[config.mk]
export PLATFORM = sky130hd
export DESIGN_NAME = joy_db9md_multi_flat
export DESIGN_NICKNAME = d
export VERILOG_FILES = /design/src/rtl/joy_db9md_multi_if.sv /design/src/rtl/joy_db9md_multi.sv /design/src/flat_wrapper.sv
export SDC_FILE = /design/constraint.sdc
export NUM_CORES = 1
export LEC_CHECK = 0
export ABC_CLOCK_PERIOD_IN_PS = 4900
export CAP_MARGIN = 20
export CORE_UTILIZATION = 61
export DETAILED_ROUTE_END_ITERATION = 6
export PLACE_DENSITY_LB_ADDON = 0.12
export SLEW_MARGIN = 20
export SYNTH_ARGS = -nofsm -noshare
export SYNTH_HDL_FRONTEND = slang
export SYNTH_SLANG_ARGS = --single-unit
[constraint.sdc]
create_clock -name clk -period 4.9 [get_ports clk]
set_input_delay 0.98 -clock clk [delete_from_list [all_inputs] [get_ports clk]]
set_output_delay 0.98 -clock clk [all_outputs]
set_load 0.05 [all_outputs]
[src/rtl/joy_db9md_multi_if.sv]
// Pin-side and core-side signals of the multiplexed DB9 Megadrive reader.
// The master modport is the reader; the slave modport is the pad/pin side.
interface joy_db9md_multi_if #(
    parameter int NUM_PORTS = 2
);
    localparam int SPW = (NUM_PORTS > 1) ? $clog2(NUM_PORTS) : 1;

    logic [5:0]              joy_in;
    logic                    joy_mdsel;
    logic [SPW-1:0]          joy_split;
    logic [12*NUM_PORTS-1:0] joystick;
    logic [NUM_PORTS-1:0]    pad_md;
    logic [NUM_PORTS-1:0]    pad_6btn;
    logic                    frame_valid;

    modport master (
        input  joy_in,
        output joy_mdsel, joy_split, joystick, pad_md, pad_6btn, frame_valid
    );

    modport slave (
        output joy_in,
        input  joy_mdsel, joy_split, joystick, pad_md, pad_6btn, frame_valid
    );
endinterface

[src/rtl/joy_db9md_multi.sv]
// Time-multiplexed Megadrive pad reader for 1..4 DB9 ports sharing one 6-bit pin bus.
// Runs the SELECT sequence, classifies each pad, and publishes all ports once per frame.
module joy_db9md_multi #(
    parameter int NUM_PORTS  = 2,
    parameter int PHASE_DIV  = 64,
    parameter int SEL_DIV    = 256,
    parameter int IDLE_STEPS = 8
) (
    input  logic                  clk,
    input  logic                  reset,
    joy_db9md_multi_if.master     bus
);
    localparam int SPW   = (NUM_PORTS > 1) ? $clog2(NUM_PORTS) : 1;
    localparam int PW    = $clog2(PHASE_DIV);
    localparam int SW    = $clog2(SEL_DIV);
    localparam int STEPS = 8 + IDLE_STEPS;
    localparam int STW   = $clog2(STEPS);
    localparam logic [STW-1:0] LAST_STEP = STW'(STEPS - 1);

    if (NUM_PORTS < 1 || NUM_PORTS > 4) begin : g_bad_ports
        $fatal(1, "joy_db9md_multi: NUM_PORTS must be 1..4");
    end
    if (PHASE_DIV < 4) begin : g_bad_phase
        $fatal(1, "joy_db9md_multi: PHASE_DIV must be >= 4");
    end
    if (SEL_DIV < 2 * NUM_PORTS * PHASE_DIV) begin : g_bad_sel
        $fatal(1, "joy_db9md_multi: SEL_DIV must be >= 2*NUM_PORTS*PHASE_DIV");
    end
    if (IDLE_STEPS < 0) begin : g_bad_idle
        $fatal(1, "joy_db9md_multi: IDLE_STEPS must be >= 0");
    end

    logic [5:0]              sync1, sync2;
    logic [PW-1:0]           phase_cnt;
    logic [SPW-1:0]          split;
    logic [5:0]              latch [NUM_PORTS];
    logic [SW-1:0]           sel_cnt;
    logic [STW-1:0]          step;
    logic [STW-1:0]          step_nx;
    logic                    mdsel, mdsel_nx;
    logic [11:0]             work [NUM_PORTS];
    logic [NUM_PORTS-1:0]    md, six;
    logic [12*NUM_PORTS-1:0] joystick_q;
    logic [NUM_PORTS-1:0]    pad_md_q, pad_6btn_q;
    logic                    frame_valid_q;

    logic phase_last, step_last, frame_last;

    assign phase_last = (phase_cnt == PW'(PHASE_DIV - 1));
    assign step_last  = (sel_cnt == SW'(SEL_DIV - 1));
    assign frame_last = step_last && (step == LAST_STEP);

    // SELECT is low only on the odd steps of the 8-step sequence.
    always_comb begin
        step_nx  = (step == LAST_STEP) ? '0 : step + STW'(1);
        mdsel_nx = 1'b1;
        if (int'(step_nx) < 8) mdsel_nx = ~step_nx[0];
    end

    always_ff @(posedge clk or posedge reset) begin
        if (reset) begin
            sync1     <= '0;
            sync2     <= '0;
            phase_cnt <= '0;
            split     <= '0;
        end else begin
            sync1 <= bus.joy_in;
            sync2 <= sync1;
            if (phase_last) begin
                phase_cnt <= '0;
                split     <= (split == SPW'(NUM_PORTS - 1)) ? '0 : split + SPW'(1);
            end else begin
                phase_cnt <= phase_cnt + PW'(1);
            end
        end
    end

    always_ff @(posedge clk or posedge reset) begin
        if (reset) begin
            for (int p = 0; p < NUM_PORTS; p++) latch[p] <= 6'h3F;
        end else if (phase_last) begin
            for (int p = 0; p < NUM_PORTS; p++) begin
                if (split == SPW'(p)) latch[p] <= sync2;
            end
        end
    end

    always_ff @(posedge clk or posedge reset) begin
        if (reset) begin
            sel_cnt <= '0;
            step    <= '0;
            mdsel   <= 1'b1;
        end else if (step_last) begin
            sel_cnt <= '0;
            step    <= step_nx;
            mdsel   <= mdsel_nx;
        end else begin
            sel_cnt <= sel_cnt + SW'(1);
        end
    end

    // Decode uses the raw (active-low) latch for the MD signature tests
    // and its inverse for button values.
    always_ff @(posedge clk or posedge reset) begin
        if (reset) begin
            for (int p = 0; p < NUM_PORTS; p++) work[p] <= '0;
            md  <= '0;
            six <= '0;
        end else if (step_last) begin
            for (int p = 0; p < NUM_PORTS; p++) begin
                if (step == STW'(0)) begin
                    work[p] <= {6'b0, ~latch[p]};
                    md[p]   <= 1'b0;
                    six[p]  <= 1'b0;
                end else if (step == STW'(1)) begin
                    if (latch[p][1:0] == 2'b00) begin
                        md[p]       <= 1'b1;
                        work[p][6]  <= ~latch[p][4];
                        work[p][10] <= ~latch[p][5];
                    end
                end else if (step == STW'(5)) begin
                    if (latch[p][3:0] == 4'b0000 && md[p]) six[p] <= 1'b1;
                end else if (step == STW'(6)) begin
                    if (six[p]) begin
                        work[p][9]  <= ~latch[p][0];
                        work[p][8]  <= ~latch[p][1];
                        work[p][7]  <= ~latch[p][2];
                        work[p][11] <= ~latch[p][3];
                    end
                end
            end
        end
    end

    always_ff @(posedge clk or posedge reset) begin
        if (reset) begin
            joystick_q    <= '0;
            pad_md_q      <= '0;
            pad_6btn_q    <= '0;
            frame_valid_q <= 1'b0;
        end else begin
            frame_valid_q <= frame_last;
            if (frame_last) begin
                for (int p = 0; p < NUM_PORTS; p++) joystick_q[12*p +: 12] <= work[p];
                pad_md_q   <= md;
                pad_6btn_q <= six;
            end
        end
    end

    assign bus.joy_mdsel   = mdsel;
    assign bus.joy_split   = split;
    assign bus.joystick    = joystick_q;
    assign bus.pad_md      = pad_md_q;
    assign bus.pad_6btn    = pad_6btn_q;
    assign bus.frame_valid = frame_valid_q;
endmodule

[src/flat_wrapper.sv]
// flat-port wrapper written by rule: the top's interface ports become plain ports
module joy_db9md_multi_flat 
#(
    parameter int NUM_PORTS  = 2,
    parameter int PHASE_DIV  = 64,
    parameter int SEL_DIV    = 256,
    parameter int IDLE_STEPS = 8
)
  (clk, reset, bus_joy_in, bus_joy_mdsel, bus_joy_split, bus_joystick, bus_pad_md, bus_pad_6btn, bus_frame_valid);
  joy_db9md_multi_if #(.NUM_PORTS(NUM_PORTS)) bus_i ();
  input  logic clk;
  input  logic reset;
  input wire logic [$bits(bus_i.joy_in)-1:0] bus_joy_in;
  output wire logic [$bits(bus_i.joy_mdsel)-1:0] bus_joy_mdsel;
  output wire logic [$bits(bus_i.joy_split)-1:0] bus_joy_split;
  output wire logic [$bits(bus_i.joystick)-1:0] bus_joystick;
  output wire logic [$bits(bus_i.pad_md)-1:0] bus_pad_md;
  output wire logic [$bits(bus_i.pad_6btn)-1:0] bus_pad_6btn;
  output wire logic [$bits(bus_i.frame_valid)-1:0] bus_frame_valid;
  assign bus_i.joy_in = bus_joy_in;
  assign bus_joy_mdsel = bus_i.joy_mdsel;
  assign bus_joy_split = bus_i.joy_split;
  assign bus_joystick = bus_i.joystick;
  assign bus_pad_md = bus_i.pad_md;
  assign bus_pad_6btn = bus_i.pad_6btn;
  assign bus_frame_valid = bus_i.frame_valid;
  joy_db9md_multi #(.NUM_PORTS(NUM_PORTS), .PHASE_DIV(PHASE_DIV), .SEL_DIV(SEL_DIV), .IDLE_STEPS(IDLE_STEPS)) u_core (.clk(clk), .reset(reset), .bus(bus_i));
endmodule
==> metrics.txt <==
# TYPE chip_impl_metric gauge
chip_impl_metric{name="drcViolationCount",unit=""} 0
chip_impl_metric{name="finClkSkew",unit="ns"} 0.0110
chip_impl_metric{name="critical_path_buf_inv_count",unit=""} 1
chip_impl_metric{name="sequential_fraction_of_the_synthesis_area",unit=""} 0.628
chip_impl_metric{name="r2r_setup_slk",unit="ns"} 2.51
chip_impl_info{name="endpoint_type_of_the_worst_setup_path",value="output port"} 1
chip_impl_info{name="worst_setup_path_start_kind",value="register"} 1
chip_impl_metric{name="power.ir.vdd_worst",unit="mV"} 0.298
chip_impl_metric{name="met2WireLength",unit="µm"} 3180
chip_impl_metric{name="design.die.area",unit="mm²"} 0.00697
chip_impl_metric{name="count_of_vias_placed_by_the_detailed_router",unit=""} 2336
chip_impl_metric{name="mappedNetlistArea",unit="mm²"} 0.00405
chip_impl_metric{name="io_count",unit=""} 39
chip_impl_metric{name="post_synthesis_to_final_layout_area_growth",unit="%"} 16.2
chip_impl_metric{name="drt_first_iter_violations",unit=""} 147
chip_impl_metric{name="num-nets-final",unit=""} 350
chip_impl_metric{name="synth_cell_types",unit=""} 39
chip_impl_metric{name="drtPass1Iterations",unit=""} 4
chip_impl_metric{name="finalWeightedCongestion",unit=""} 0.741
chip_impl_metric{name="route.detailed.wl_per_inst",unit="µm"} 15.9
chip_impl_metric{name="fp.dieW",unit="µm"} 83.5
chip_impl_metric{name="layout-drive-gt1-share",unit=""} 0.258
chip_impl_metric{name="cts_buffers",unit=""} 9
chip_impl_metric{name="design_area",unit="mm²"} 0.00470
chip_impl_metric{name="fmax",unit="MHz"} 375
chip_impl_metric{name="cts.hold.buffers_added",unit=""} 0
chip_impl_info{name="topRoutingLayerUsed",value="met4"} 1
chip_impl_metric{name="total_leakage_power",unit="nW"} 2.25
chip_impl_metric{name="post_drt_via_cell_ratio",unit=""} 5.59
chip_impl_info{name="rsz_0062_raised_after_global_routing",value="false"} 1
chip_impl_metric{name="critical_path_required",unit="ns"} 3.92
chip_impl_info{name="status",value="completed"} 1
chip_impl_metric{name="io_buffer_count",unit=""} 38
chip_impl_metric{name="ctsHtreeMaxLevel",unit=""} 3
chip_impl_metric{name="synthesis.yosys.warnings",unit=""} 0
chip_impl_metric{name="gr-total-overflow",unit=""} 0
chip_impl_metric{name="height_of_the_die",unit="µm"} 83.5
chip_impl_metric{name="groute.usage.overall",unit=""} 0.215
chip_impl_metric{name="placement.cell_area",unit="mm²"} 0.00446
chip_impl_metric{name="detailed_place_hpwl",unit="µm"} 4580
chip_impl_metric{name="met1_length",unit="µm"} 3170
chip_impl_info{name="cp_cell_sequence",value="clkdlybuf4s50_1"} 1
chip_impl_metric{name="power",unit="mW"} 1.47
chip_impl_metric{name="floorplan.initialDensity",unit=""} 0.634
chip_impl_metric{name="post-cts-setup-buffer-count",unit=""} 0
chip_impl_metric{name="placementRows",unit=""} 29
chip_impl_metric{name="crit_path_max_incr_delay",unit="ns"} 0.80
chip_impl_info{name="leading_cell_type_by_number_of_instances_after_synthesis",value="sky130_fd_sc_hd__dfrtp_1"} 1
chip_impl_metric{name="maximum_number_of_pins_on_one_net_before_global_route_repair",unit=""} 90
chip_impl_metric{name="postSynthCellCount",unit=""} 298
chip_impl_metric{name="setup_viol",unit=""} 0
chip_impl_metric{name="avgSynthCellArea",unit="µm²"} 13.6
chip_impl_metric{name="finalWorstPathRequiredPeriod",unit="ns"} 2.67
chip_impl_metric{name="via_count_of_the_first_global_routing_pass",unit=""} 2310
chip_impl_metric{name="final-instance-count-excl-fill",unit=""} 418
chip_impl_info{name="top_flip_flop_cell_by_instance_count_after_synthesis",value="sky130_fd_sc_hd__dfrtp_1"} 1
chip_impl_metric{name="max_slew_margin",unit=""} 0.377
chip_impl_metric{name="max_root_sink_buffers",unit=""} 2
chip_impl_info{name="ctsRootBufferMaster",value="sky130_fd_sc_hd__clkbuf_8"} 1
chip_impl_metric{name="slew_violations",unit=""} 0
chip_impl_metric{name="accumulated_negative_setup_slack",unit="ns"} 0
chip_impl_info{name="worstHoldPathType",value="register to register"} 1
chip_impl_info{name="synth_commonest_cells",value="sky130_fd_sc_hd__dfrtp_1 (88), sky130_fd_sc_hd__mux2_2 (41), sky130_fd_sc_hd__o21ai_0 (32)"} 1
chip_impl_metric{name="fin_crit_sh",unit=""} 0.544
chip_impl_metric{name="worst_skew_pair.late_latency",unit="ns"} 0.36
chip_impl_metric{name="max-cap-violations",unit=""} 0
chip_impl_metric{name="wl_met3",unit="µm"} 183
chip_impl_metric{name="async_flop_share",unit=""} 1.00
chip_impl_metric{name="synth_largest_type_area_fraction",unit=""} 0.544
chip_impl_metric{name="number_of_antenna_violations_at_the_first_check_in_global_routing",unit=""} 0
chip_impl_info{name="slowest_stage",value="sky130_fd_sc_hd__clkdlybuf4s50_1"} 1
chip_impl_metric{name="maximum_fanout_along_the_worst_path",unit=""} 2
chip_impl_metric{name="synth.ff_latch_count",unit=""} 101
chip_impl_metric{name="cts.repair.resized",unit=""} 0
chip_impl_metric{name="coreArea",unit="mm²"} 0.00639
chip_impl_metric{name="detail-route-antenna-nets",unit=""} 0
chip_impl_info{name="worst-setup-path-type",value="register to output port"} 1
chip_impl_metric{name="synth_edf_count",unit=""} 0
chip_impl_info{name="crit_family",value="buffers and inverters"} 1
chip_impl_metric{name="postRouteWirelength",unit="µm"} 6650
chip_impl_metric{name="report.final.hold_viol_count",unit=""} 0
chip_impl_metric{name="powerDensity",unit="mW/mm²"} 313
chip_impl_metric{name="fillCellCount",unit=""} 431
chip_impl_metric{name="grt_pass1_wl",unit="µm"} 11700
chip_impl_info{name="synth_top_cells_by_area",value="sky130_fd_sc_hd__dfrtp_1 (54%), sky130_fd_sc_hd__mux2_2 (11%), sky130_fd_sc_hd__dfstp_2 (8.4%), sky130_fd_sc_hd__mux2_4 (4.8%), sky130_fd_sc_hd__o21ai_0 (4.0%)"} 1
chip_impl_metric{name="insertedDiodeCount",unit=""} 0
chip_impl_metric{name="pin_slew_with_the_least_headroom_to_its_limit",unit="ns"} 0.931
chip_impl_metric{name="worst_ep_arrival_time",unit="ns"} 1.69
chip_impl_metric{name="synth.net_count",unit=""} 312
chip_impl_metric{name="clock_sink_count",unit=""} 101
chip_impl_info{name="synthDominantAreaCellType",value="sky130_fd_sc_hd__dfrtp_1"} 1
chip_impl_metric{name="cell_count_post_placement",unit=""} 402
chip_impl_metric{name="cts.clk_slew.worst_paths",unit="ns"} 0.09
chip_impl_info{name="tritoncts_clock_tree",value="done"} 1
[kinds of logic (layout without fill, tap and decap cells)]
logic type	Yosys count	after routing	share of synthesized area
adders and majority gates	6	6	0.0185
DFF	101	101	0.628
buffers and inverters	17	60	0.0232
and+or+nand+nor	66	66	0.0859
xor gates and xnor gates	10	10	0.0216
AOI/OAI and AO/OA	44	44	0.0600
muxes	54	54	0.162
[per-layer routing]
layer	vias up	global-route usage
met1	1170	0.313
met4	0	0.0924
met3	12	0.0406
met5	-	0
li1	1114	-
met2	40	0.322
[sequential cells by signal, summed over array words and instances, names as in the netlist]
register,cells
u_core.bus.pad_md,2
u_core.latch,12
u_core.md,2
u_core.bus.joystick,24
u_core.step,4
u_core.bus.pad_6btn,2
u_core.bus.joy_split,1
u_core.six,2
u_core.bus.joy_mdsel,1
u_core.phase_cnt,6
u_core.bus.frame_valid,1
u_core.sync2,6
u_core.work,24
u_core.sync1,6
u_core.sel_cnt,8
[where the power goes]
part	internal [mW]	switching (mW)	leakage (nW)
registers	0.838	0.00202	1.31
clock network	0.342	0.270	0.114
logic	0.00566	0.0156	0.829
[layout by cell type (no fill, tap or decap), types with 4 or more instances in the layout]
master / n
sky130_fd_sc_hd__clkbuf_8: 9
sky130_fd_sc_hd__dfrtp_1: 88
sky130_fd_sc_hd__mux2_4: 13
sky130_fd_sc_hd__nand2_1: 12
sky130_fd_sc_hd__xnor2_1: 4
sky130_fd_sc_hd__clkdlybuf4s50_1: 38
sky130_fd_sc_hd__xor2_1: 6
sky130_fd_sc_hd__ha_1: 6
sky130_fd_sc_hd__dfstp_2: 13
sky130_fd_sc_hd__nor2_1: 25
sky130_fd_sc_hd__mux2_2: 41
sky130_fd_sc_hd__o21ai_0: 32
sky130_fd_sc_hd__a21oi_1: 5
sky130_fd_sc_hd__nand3_1: 8
[final cells by class]
class | instances | area, µm² | area share
Sequential cell | 101 | 2540 | 0.541
Multi-Input combinational cell | 180 | 1410 | 0.300
Timing Repair Buffer | 40 | 395 | 0.0841
Clock buffer | 11 | 131 | 0.0279
Clock inverter | 5 | 106 | 0.0226
Tap cell | 77 | 96.3 | 0.0205
Inverter | 4 | 20.0 | 0.00426
[stage by stage]
| step | setup slack (ns) | utilization | hold WS, ns |
|---|---|---|---|
| global route | 2.20 | 0.736 | 0.366 |
| detailed placement | 2.45 | 0.699 | 0.335 |
| global placement | 2.46 | 0.699 | 0.334 |
| finish | 2.23 | 0.736 | 0.349 |
| CTS | 2.22 | 0.736 | 0.355 |
| floorplan | 1.29 | - | 0.331 |
[path summary, 6_finish.rpt]
| kind | to | start | cells past startpoint |
|---|---|---|---|
| min reg2reg | u_core.sync2[4] | u_core.sync1[4] | 0 |
| max in group asynchronous | u_core.sel_cnt[1] | reset | 3 |
| max | bus_joy_mdsel | u_core.bus.joy_mdsel | 1 |
| min | u_core.sync2[4] | u_core.sync1[4] | 0 |
| max reg2reg | u_core.work[14] | u_core.step[0] | 6 |
| min in group asynchronous | u_core.bus.joystick[21] | reset | 2 |
Power figures use the tool's default switching activity.
